<file path="src/rtl/uart_rx_cmd_parser.sv">
// uart_rx_cmd_parser
// Frame-level command parser placed after the UART receive stage. A byte
// completes when rx_bps_start falls. Bytes are assembled into 4-byte frames:
// header, command, data, checksum. The checksum is (command + data) mod 256.
// A good frame publishes its command/data with a one-cycle cmd_valid pulse.
// A bad checksum gives a one-cycle cmd_err pulse with err_code = 2'b01.
//
// Optional feature macro: UART_CMD_TIMEOUT_EN
//   When defined, a partial frame that sees no byte for TIMEOUT_CYC cycles
//   is abandoned, and cmd_err pulses with err_code = 2'b10.
//   When undefined, a partial frame waits indefinitely for its bytes.
//
// Parameters
//   HEAD_BYTE    frame start marker
//   TIMEOUT_CYC  inter-byte timeout in clock cycles (2 .. 2^24-1)
// Ports
//   CLK_50M       in   system clock
//   RST_N         in   asynchronous active-low reset
//   rx_bps_start  in   receiver busy flag (high while sampling a UART frame)
//   in_rx_data    in   last received byte, valid once rx_bps_start falls
//   out_cmd       out  command byte of the last good frame
//   out_data      out  data byte of the last good frame
//   cmd_valid     out  one-cycle pulse: new good frame
//   cmd_err       out  one-cycle pulse: frame rejected
//   err_code      out  cause of last rejection (01 checksum, 10 timeout)
//   frame_cnt     out  count of good frames, wraps 255 -> 0
module uart_rx_cmd_parser #(
    parameter logic [7:0]  HEAD_BYTE   = 8'hAA,
    parameter logic [23:0] TIMEOUT_CYC = 24'd500_000
) (
    input  logic       CLK_50M,
    input  logic       RST_N,
    input  logic       rx_bps_start,
    input  logic [7:0] in_rx_data,
    output logic [7:0] out_cmd,
    output logic [7:0] out_data,
    output logic       cmd_valid,
    output logic       cmd_err,
    output logic [1:0] err_code,
    output logic [7:0] frame_cnt
);

    typedef enum logic [1:0] {
        ST_IDLE = 2'd0,
        ST_CMD  = 2'd1,
        ST_DATA = 2'd2,
        ST_SUM  = 2'd3
    } state_t;

    // Frame checksum: 8-bit modular sum of the command and data bytes.
    function automatic logic [7:0] f_checksum(input logic [7:0] a, input logic [7:0] b);
        return a + b;
    endfunction

    state_t     r_state;
    logic       r_start_d;
    logic [7:0] r_cmd;
    logic [7:0] r_data;
    logic [7:0] r_sum;
    logic       w_byte_stb;
    logic       w_to_hit;

    // Delay the busy flag by one cycle to detect its falling edge.
    always_ff @(posedge CLK_50M or negedge RST_N) begin
        if (!RST_N) begin
            r_start_d <= 1'b0;
        end else begin
            r_start_d <= rx_bps_start;
        end
    end

    // r_start_d resets low, so a flag that is already low after reset yields no strobe.
    assign w_byte_stb = r_start_d & ~rx_bps_start;

`ifdef UART_CMD_TIMEOUT_EN
    logic [23:0] r_to_cnt;

    // A strobe in the terminal-count cycle wins over the timeout.
    assign w_to_hit = (r_state != ST_IDLE) && !w_byte_stb &&
                      (r_to_cnt == (TIMEOUT_CYC - 24'd1));

    // Inter-byte idle counter: runs only while a frame is partially assembled.
    always_ff @(posedge CLK_50M or negedge RST_N) begin
        if (!RST_N) begin
            r_to_cnt <= 24'd0;
        end else if (w_byte_stb || (r_state == ST_IDLE) || w_to_hit) begin
            r_to_cnt <= 24'd0;
        end else begin
            r_to_cnt <= r_to_cnt + 24'd1;
        end
    end
`else
    // Without the timeout build, TIMEOUT_CYC is deliberately not consumed.
    logic w_unused_timeout;
    assign w_unused_timeout = ^TIMEOUT_CYC;
    assign w_to_hit         = 1'b0;
`endif

    // Frame FSM. It also drives every registered output.
    always_ff @(posedge CLK_50M or negedge RST_N) begin
        if (!RST_N) begin
            r_state   <= ST_IDLE;
            r_cmd     <= 8'd0;
            r_data    <= 8'd0;
            r_sum     <= 8'd0;
            out_cmd   <= 8'd0;
            out_data  <= 8'd0;
            cmd_valid <= 1'b0;
            cmd_err   <= 1'b0;
            err_code  <= 2'b00;
            frame_cnt <= 8'd0;
        end else begin
            cmd_valid <= 1'b0;
            cmd_err   <= 1'b0;
            if (w_to_hit) begin
                r_state  <= ST_IDLE;
                cmd_err  <= 1'b1;
                err_code <= 2'b10;
            end else if (w_byte_stb) begin
                case (r_state)
                    ST_IDLE: begin
                        // Bytes outside a frame are dropped silently.
                        if (in_rx_data == HEAD_BYTE) begin
                            r_state <= ST_CMD;
                        end else begin
                            r_state <= ST_IDLE;
                        end
                    end
                    ST_CMD: begin
                        // A header value here is an ordinary command byte; there is no resync.
                        r_cmd   <= in_rx_data;
                        r_state <= ST_DATA;
                    end
                    ST_DATA: begin
                        r_data  <= in_rx_data;
                        r_sum   <= f_checksum(r_cmd, in_rx_data);
                        r_state <= ST_SUM;
                    end
                    ST_SUM: begin
                        if (in_rx_data == r_sum) begin
                            out_cmd   <= r_cmd;
                            out_data  <= r_data;
                            cmd_valid <= 1'b1;
                            frame_cnt <= frame_cnt + 8'd1;
                        end else begin
                            cmd_err  <= 1'b1;
                            err_code <= 2'b01;
                        end
                        r_state <= ST_IDLE;
                    end
                    default: begin
                        r_state <= ST_IDLE;
                    end
                endcase
            end else begin
                r_state <= r_state;
            end
        end
    end

endmodule

</file>
<file path="config.mk">
export PLATFORM = sky130hd
export DESIGN_NAME = uart_rx_cmd_parser
export DESIGN_NICKNAME = d
export VERILOG_FILES = /design/src/rtl/uart_rx_cmd_parser.sv
export SDC_FILE = /design/constraint.sdc
export NUM_CORES = 1
export LEC_CHECK = 0
export BUFFER_PORTS_ARGS = -buffer_cell sky130_fd_sc_hd__buf_4
export CORE_MARGIN = 2
export CORE_UTILIZATION = 40
export CTS_CLUSTER_DIAMETER = 50
export DETAILED_ROUTE_END_ITERATION = 12
export SKIP_LAST_GASP = 1
export SLEW_MARGIN = 20
export SYNTH_ARGS = -nofsm -noshare
export SYNTH_HDL_FRONTEND = slang
export SYNTH_SLANG_ARGS = --single-unit
</file>
<file path="constraint.sdc">
create_clock -name CLK_50M -period 1.55 [get_ports CLK_50M]
set_input_delay 0.155 -clock CLK_50M [delete_from_list [all_inputs] [get_ports CLK_50M]]
set_output_delay 0.155 -clock CLK_50M [all_outputs]
set_load 0.02 [all_outputs]
</file>
==> results of run 1 <==
==> final timing paths <==
path,start,to,slack (ps)
worst max register to register,r_cmd[0]$_DFFE_PN0P_,r_sum[6]$_DFFE_PN0P_,-220
worst min-delay path,in_rx_data[3],r_data[3]$_DFFE_PN0P_,130
worst max-delay path,r_cmd[0]$_DFFE_PN0P_,r_sum[6]$_DFFE_PN0P_,-220
min in group asynchronous,RST_N,out_data[5]$_DFFE_PN0P_,320
worst min register to register,frame_cnt[7]$_DFFE_PN0P_,frame_cnt[7]$_DFFE_PN0P_,480
max in group asynchronous,RST_N,r_sum[4]$_DFFE_PN0P_,760
==> per-stage QoR <==
stage | setup TNS, ps | instance area [um^2] | std cells | setup WS [ps] | util
finish | -4132 | 3437 | 349 | -223.2 | 0.5771
global route | -6174 | 3437 | 349 | -318.0 | 0.5771
CTS | -3150 | 3378 | 350 | -221.0 | 0.5672
detailed placement | -2454 | 3134 | 334 | -204.6 | 0.5263
global placement | -2367 | 3134 | 334 | -155.9 | 0.5263
floorplan | -475.2 | 2541 | 196 | -118.9 | -
==> final cells by class <==
| cell class | count | area (um^2) |
|---|---|---|
| clock buffers | 6 | 82.58 |
| clock inverters | 2 | 60.06 |
| inverters | 5 | 18.77 |
| repair buffers | 76 | 630.6 |
| well taps | 75 | 93.84 |
| fillers | 501 | 2519 |
| multi-input cells | 131 | 1200 |
| flip-flops and latches | 54 | 1351 |
==> routing by layer <==
metal  share of wire  vias to the layer above  global-route usage
li1                -                      836                   -
met1            0.45                      875              0.2340
met2            0.49                       42              0.2629
met3           0.041                        6             0.02935
met4           0.015                        0             0.05902
met5               0                        -                   0
==> logic make-up (layout without fill, tap and decap cells) <==
logic type,Yosys count,in the layout,synth area share
compound gates,22,22,0.05497
xor+xnor,20,20,0.07060
fa+ha+maj,13,13,0.06858
buf+inv,11,89,0.02370
flops,54,54,0.5446
mux,32,32,0.1452
other cells,1,1,0.001511
simple gates,43,43,0.09078
==> cell usage in the layout (no fill, tap or decap), drive strengths merged, types with 3 or more instances in the layout <==
master / count
clkbuf: 6
dfrtp: 54
inv: 5
o21a: 3
nand2: 16
o21ai: 9
ha: 12
a21oi: 3
nand3: 4
mux2: 32
nor2: 6
nand4: 8
xnor2: 17
xor2: 3
buf: 74
==> timing repair <==
item                                    in CTS  in global routing
hold endpoints to repair                    32                  0
hold buffers                                 2                  0
pin swaps                                    7                 11
cloned                                       1                  0
resized for setup                           11                 18
endpoints found under the setup margin      26                 34
buffers inserted                             5                  2
==> critical path: cells and delay by family, from the launching register on <==
kind	cells	cell delay, ps
flip-flops	1	400
AND/OR/NAND/NOR	1	50
AO/OA/AOI/OAI	4	780
buffers and inverters	1	50
adder cells (fa/ha/maj)	2	400
==> where the power goes <==
part	internal, mW	switching (mW)
logic	0.883	0.675
registers	1.75	0.218
clock network	0.689	0.468
total	3.32	1.36
==> registers in the layout (all words and copies together) (netlist names) <==
| signal | cells |
|---|---|
| out_cmd | 8 |
| cmd_valid | 1 |
| err_code | 1 |
| r_data | 8 |
| cmd_err | 1 |
| r_start_d | 1 |
| r_state | 2 |
| r_sum | 8 |
| r_cmd | 8 |
| frame_cnt | 8 |
| out_data | 8 |
==> cell usage after synthesis (all sizes together) (2+ instances only) <==
master and instances:
a21oi 3, nor2b 2, a21o 2, nor2 6, mux2 32, dfrtp 54, nand3 4, inv 5
o21ai 9, nand2 16, buf 5, xor2 3, o21a 3, nor3 2, ha 12, nand4 8
xnor2 17
==> run_results.csv, run 1 <==
group,metric,value,unit
synth,ys_seq_area_frac,0.5446,
worst_setup_path,crit_chain,"ha_2 > inv_2 > fa_2 > nor2b_2 > o31a_1 > o21a_1 > o21a_1 > o31ai_1",
worst_setup_path,arrival,1990,ps
floorplanning,rows,28,
grt,overflow,0,
timing,worst_hold_slack,132.9,ps
synth,synth_edf_count,0,
run_status,violations,"negative setup slack",
route,drt_iter0_drc,76,
grt,antenna_found_initial,0,
floorplanning,die_h,82.76,um
synth,avgSynthCellArea,12.66,um^2
cells_and_area,areaGrowthSynthToFinish,38.53,%
worst_setup_path,slowest_stage,"dfrtp_1",
timing,timing.final.ws_setup,-223.2,ps
cts,cts-root-buf,"clkbuf_8",
cts,htree_num_levels,2,
worst_setup_path,reg2regPathDepth,8,
synth,yosysUniqueCellTypes,33,
timing,min_period,1773,ps
power,p_leak,1.693,nW
worst_setup_path,max_stage_delay,400,ps
synth,yosys.area.top_type,"dfrtp_1",
min_path,min_path_type,"in2reg",
synth,syn-cell-area,0.002481,mm^2
power,power.density,1362,mW/mm^2
min_path,holdPathStages,2,
route,ant_nets,0,
cells_and_area,diodes,0,
timing,rsz0062_at_grt,"true",
floorplanning,pin_count,39,
synth,synthCells,196,
route,drc_errors,0,
route,drt_wl_total,5384,um
floorplanning,chipWidth,82.76,um
synth,yosys_warnings,0,
floorplanning,start_util,0.4166,
route,drt_pre_antenna_iters,5,
worst_setup_path,crit_top_cell,"o21a_1",
worst_setup_path,path_class,"reg2reg",
cells_and_area,drive_gt1_frac,0.4781,
worst_setup_path,crit_required,1770,ps
synth,async_reset_ff_frac,1.000,
route,num_vias,1759,
route,viasPerCell,5.040,
grt,track_usage,0.1677,
cts,cts_tree,"done",
placement,gp_congestion,0.8969,
power,ir_drop,0.6954,mV
timing,fin_worst_skew,16.96,ps
placement,dp_hpwl,3792,um
run_status,status,"complete, but fails checks",
job,maxCapViolCount,0,
synth,syn_nets,220,
cts,clk_latency,310,ps
timing,setup_viol,27,
cts,clock_path_buffers,2,
synth,ys.flop_type,"dfrtp_1",
floorplanning,core,0.005956,mm^2
synth,synth_top_area_share,0.5446,
timing,finalCritPeriodShare,1.144,
cts,path_clk_slew,110,ps
grt,grt_pass1_vias,1697,
power,total_power,4.682,mW
floorplanning,dieArea,0.006849,mm^2
timing,fmax,0.5640,GHz
cts,cts_buffers,5,
route,wire_per_inst,15.43,um
cells_and_area,finalNetCount,297,
timing,slew_viol_final,0,
grt,grt_max_degree,34,
synth,yosys-top-cells-area,"dfrtp_1 (54%), mux2_2 (15%), ha_1 (6.1%)",
worst_setup_path,cp_max_fo,2,
worst_setup_path,end_kind,"flip-flop",
synth,ys_ff_latch,54,
cts,cts_num_sinks,54,
timing,hold_violations,0,
placement,port-buffer-count,37,
grt,grt_pass1_wl,8459,um
worst_setup_path,startpoint_type,"flip-flop",
No activity file was read; power rests on OpenSTA's default activity.
==> run 2: changes to the inputs <==
--- a/config.mk
+++ b/config.mk
@@ -10,6 +10,8 @@
 export CORE_UTILIZATION = 40
 export CTS_CLUSTER_DIAMETER = 50
 export DETAILED_ROUTE_END_ITERATION = 12
+export GPL_ROUTABILITY_DRIVEN = 1
+export REMOVE_ABC_BUFFERS = 1
 export SKIP_LAST_GASP = 1
 export SLEW_MARGIN = 20
 export SYNTH_ARGS = -nofsm -noshare
==> constraint.sdc (replaced) <==
create_clock -name CLK_50M -period 1.85 [get_ports CLK_50M]
set_input_delay 0.185 -clock CLK_50M [delete_from_list [all_inputs] [get_ports CLK_50M]]
set_output_delay 0.185 -clock CLK_50M [all_outputs]
set_load 0.02 [all_outputs]
==> run_results.csv, run 2 (same netlist as run 1, synthesis figures left out) <==
group,metric,value,unit
floorplanning,pin_count,39,
placement,postPlaceCellArea,0.002858,mm^2
cts,htree_num_levels,2,
cells_and_area,fin_area,0.002964,mm^2
power,p_sw_frac,0.3064,
floorplanning,rows,28,
timing,slew_viol_final,0,
cells_and_area,final_cell_mix,"dfrtp_1 (54), buf_4 (43), mux2_2 (32), xnor2_1 (17), nand2_1 (16)",
worst_setup_path,end_kind,"flip-flop",
cells_and_area,finalNonFillerCells,317,
timing,hold_violations,0,
cts,cts_tree,"done",
floorplanning,chipWidth,82.76,um
cts,cts-root-buf,"clkbuf_8",
min_path,min_path_type,"in2reg",
power,clkPwrFrac,0.192,
timing,slew_headroom,0.5504,
worst_setup_path,reg2reg_from,"r_cmd[0]$_DFFE_PN0P_",
power,p_int,2.228,mW
placement,port-buffer-count,37,
timing,fin_worst_skew,7.090,ps
grt,grt_busiest_layer,"met2",
grt,overflow,0,
power,power_switching,0.9843,mW
grt,grt_pass1_wl,7396,um
cts,clock_path_buffers,2,
cells_and_area,diodes,0,
floorplanning,core,0.005956,mm^2
grt,track_usage,0.1442,
timing,min_period,1841,ps
floorplanning,dieArea,0.006849,mm^2
power,power.density,1084,mW/mm^2
worst_setup_path,crit_chain,"ha_2 > inv_1 > fa_2 > nor2b_1 > o31a_1 > o21a_1 > o21a_1 > o31ai_2",
job,maxCapViolCount,0,
timing,timing.final.ws_setup,8.772,ps
route,ant_nets,0,
grt,use_met1,0.1844,
worst_setup_path,cp_max_fo,3,
route,viasPerCell,5.009,
grt,antenna_found_initial,0,
worst_setup_path,path_class,"reg2reg",
placement,dpl_worst_slack,44.36,ps
placement,gp_congestion,0.7423,
timing,fin_tns_setup,0,ps
worst_setup_path,startpoint_type,"flip-flop",
route,num_vias,1588,
placement,dp_hpwl,3247,um
cells_and_area,finalNetCount,266,
worst_setup_path,crit_top_cell,"o21a_1",
cts,cts_buffers,5,
power,ir_drop,0.4616,mV
worst_setup_path,slowest_stage,"dfrtp_1",
cts,path_clk_slew,90,ps
cells_and_area,drive_gt1_frac,0.3512,
cells_and_area,areaGrowthSynthToFinish,19.47,%
min_path,hold_start,"in_rx_data[5]",
worst_setup_path,arrival,2050,ps
route,drt_pre_antenna_iters,4,
route,drt_iter0_drc,56,
timing,worst_hold_slack,162.1,ps
cts,clk_latency,300,ps
power,pwr-share-comb,0.297,
run_status,status,"finished clean",
worst_setup_path,crit_required,2060,ps
placement,post-place-cells,308,
timing,fmax,0.5431,GHz
timing,finalCritPeriodShare,0.9953,
cells_and_area,mostFrequentLayoutCell,"dfrtp_1",
floorplanning,start_util,0.4166,
cts,cts_num_sinks,54,
power,p_leak,1.447,nW
power,total_power,3.212,mW
cells_and_area,final_core_util,0.4977,
power,p_seq_frac,0.512,
grt,grt_max_degree,55,
cts,post_cts_buffers,0,
timing,setup_viol,0,
timing,rsz0062_at_grt,"true",
route,drt_wl_total,4459,um
grt,globalRouteMet3Util,0.03587,
timing,tightest_slew,674.4,ps
floorplanning,die_h,82.76,um
worst_setup_path,crit_start,"r_cmd[0]$_DFFE_PN0P_",
route,drc_errors,0,
grt,grt_pass1_vias,1545,
worst_setup_path,max_stage_delay,410,ps
grt,grt_use_met2,0.2435,
route,wire_per_inst,14.07,um
run 2: power groups by stage:
stage	logic, mW	clock network, mW	registers (mW)
2_1_floorplan	0.724	0	1.64
3_3_place_gp	0.933	0	1.66
3_5_place_dp	0.951	0	1.67
4_1_cts	0.961	0.648	1.65
5_1_grt	1.09	0.694	1.69
6_report	0.953	0.616	1.64
run 2: path summary, 6_finish.rpt:
path,end,slack (ps),cells after the start
min reg2reg,err_code[0]$_DFFE_PN0P_,470,1
max reg2reg,r_sum[6]$_DFFE_PN0P_,9,8
max in group asynchronous,r_sum[3]$_DFFE_PN0P_,940,2
min,r_data[5]$_DFFE_PN0P_,160,2
max,r_sum[6]$_DFFE_PN0P_,9,8
min in group asynchronous,frame_cnt[7]$_DFFE_PN0P_,450,2
run 2: cell type report:
class / instances / area, um^2
fill: 567 / 2992
inverter: 5 / 18.77
tap: 75 / 93.84
multi-input combinational: 131 / 1081
timing repair buffer: 45 / 342.8
sequential: 54 / 1351
clock buffer: 7 / 76.32
run 2: metal layers:
metal	vias to the layer above	wire length, um
li1	775	-
met1	774	2029
met2	32	2189
met3	7	187
met4	0	53
met5	-	0
run 2: repair_timing:
item	CTS	global route
gates resized for setup	0	3
setup endpoints to repair	0	1
endpoints found under the hold margin	55	0
hold buffers	2	0
run 2: worst max-delay path, delay by kind of cell (launching register included):
kind	cells	cell delay (ps)
flops	1	410
fa+ha+maj	2	390
simple gates	1	60
compound gates	4	810
buf+inv	1	70
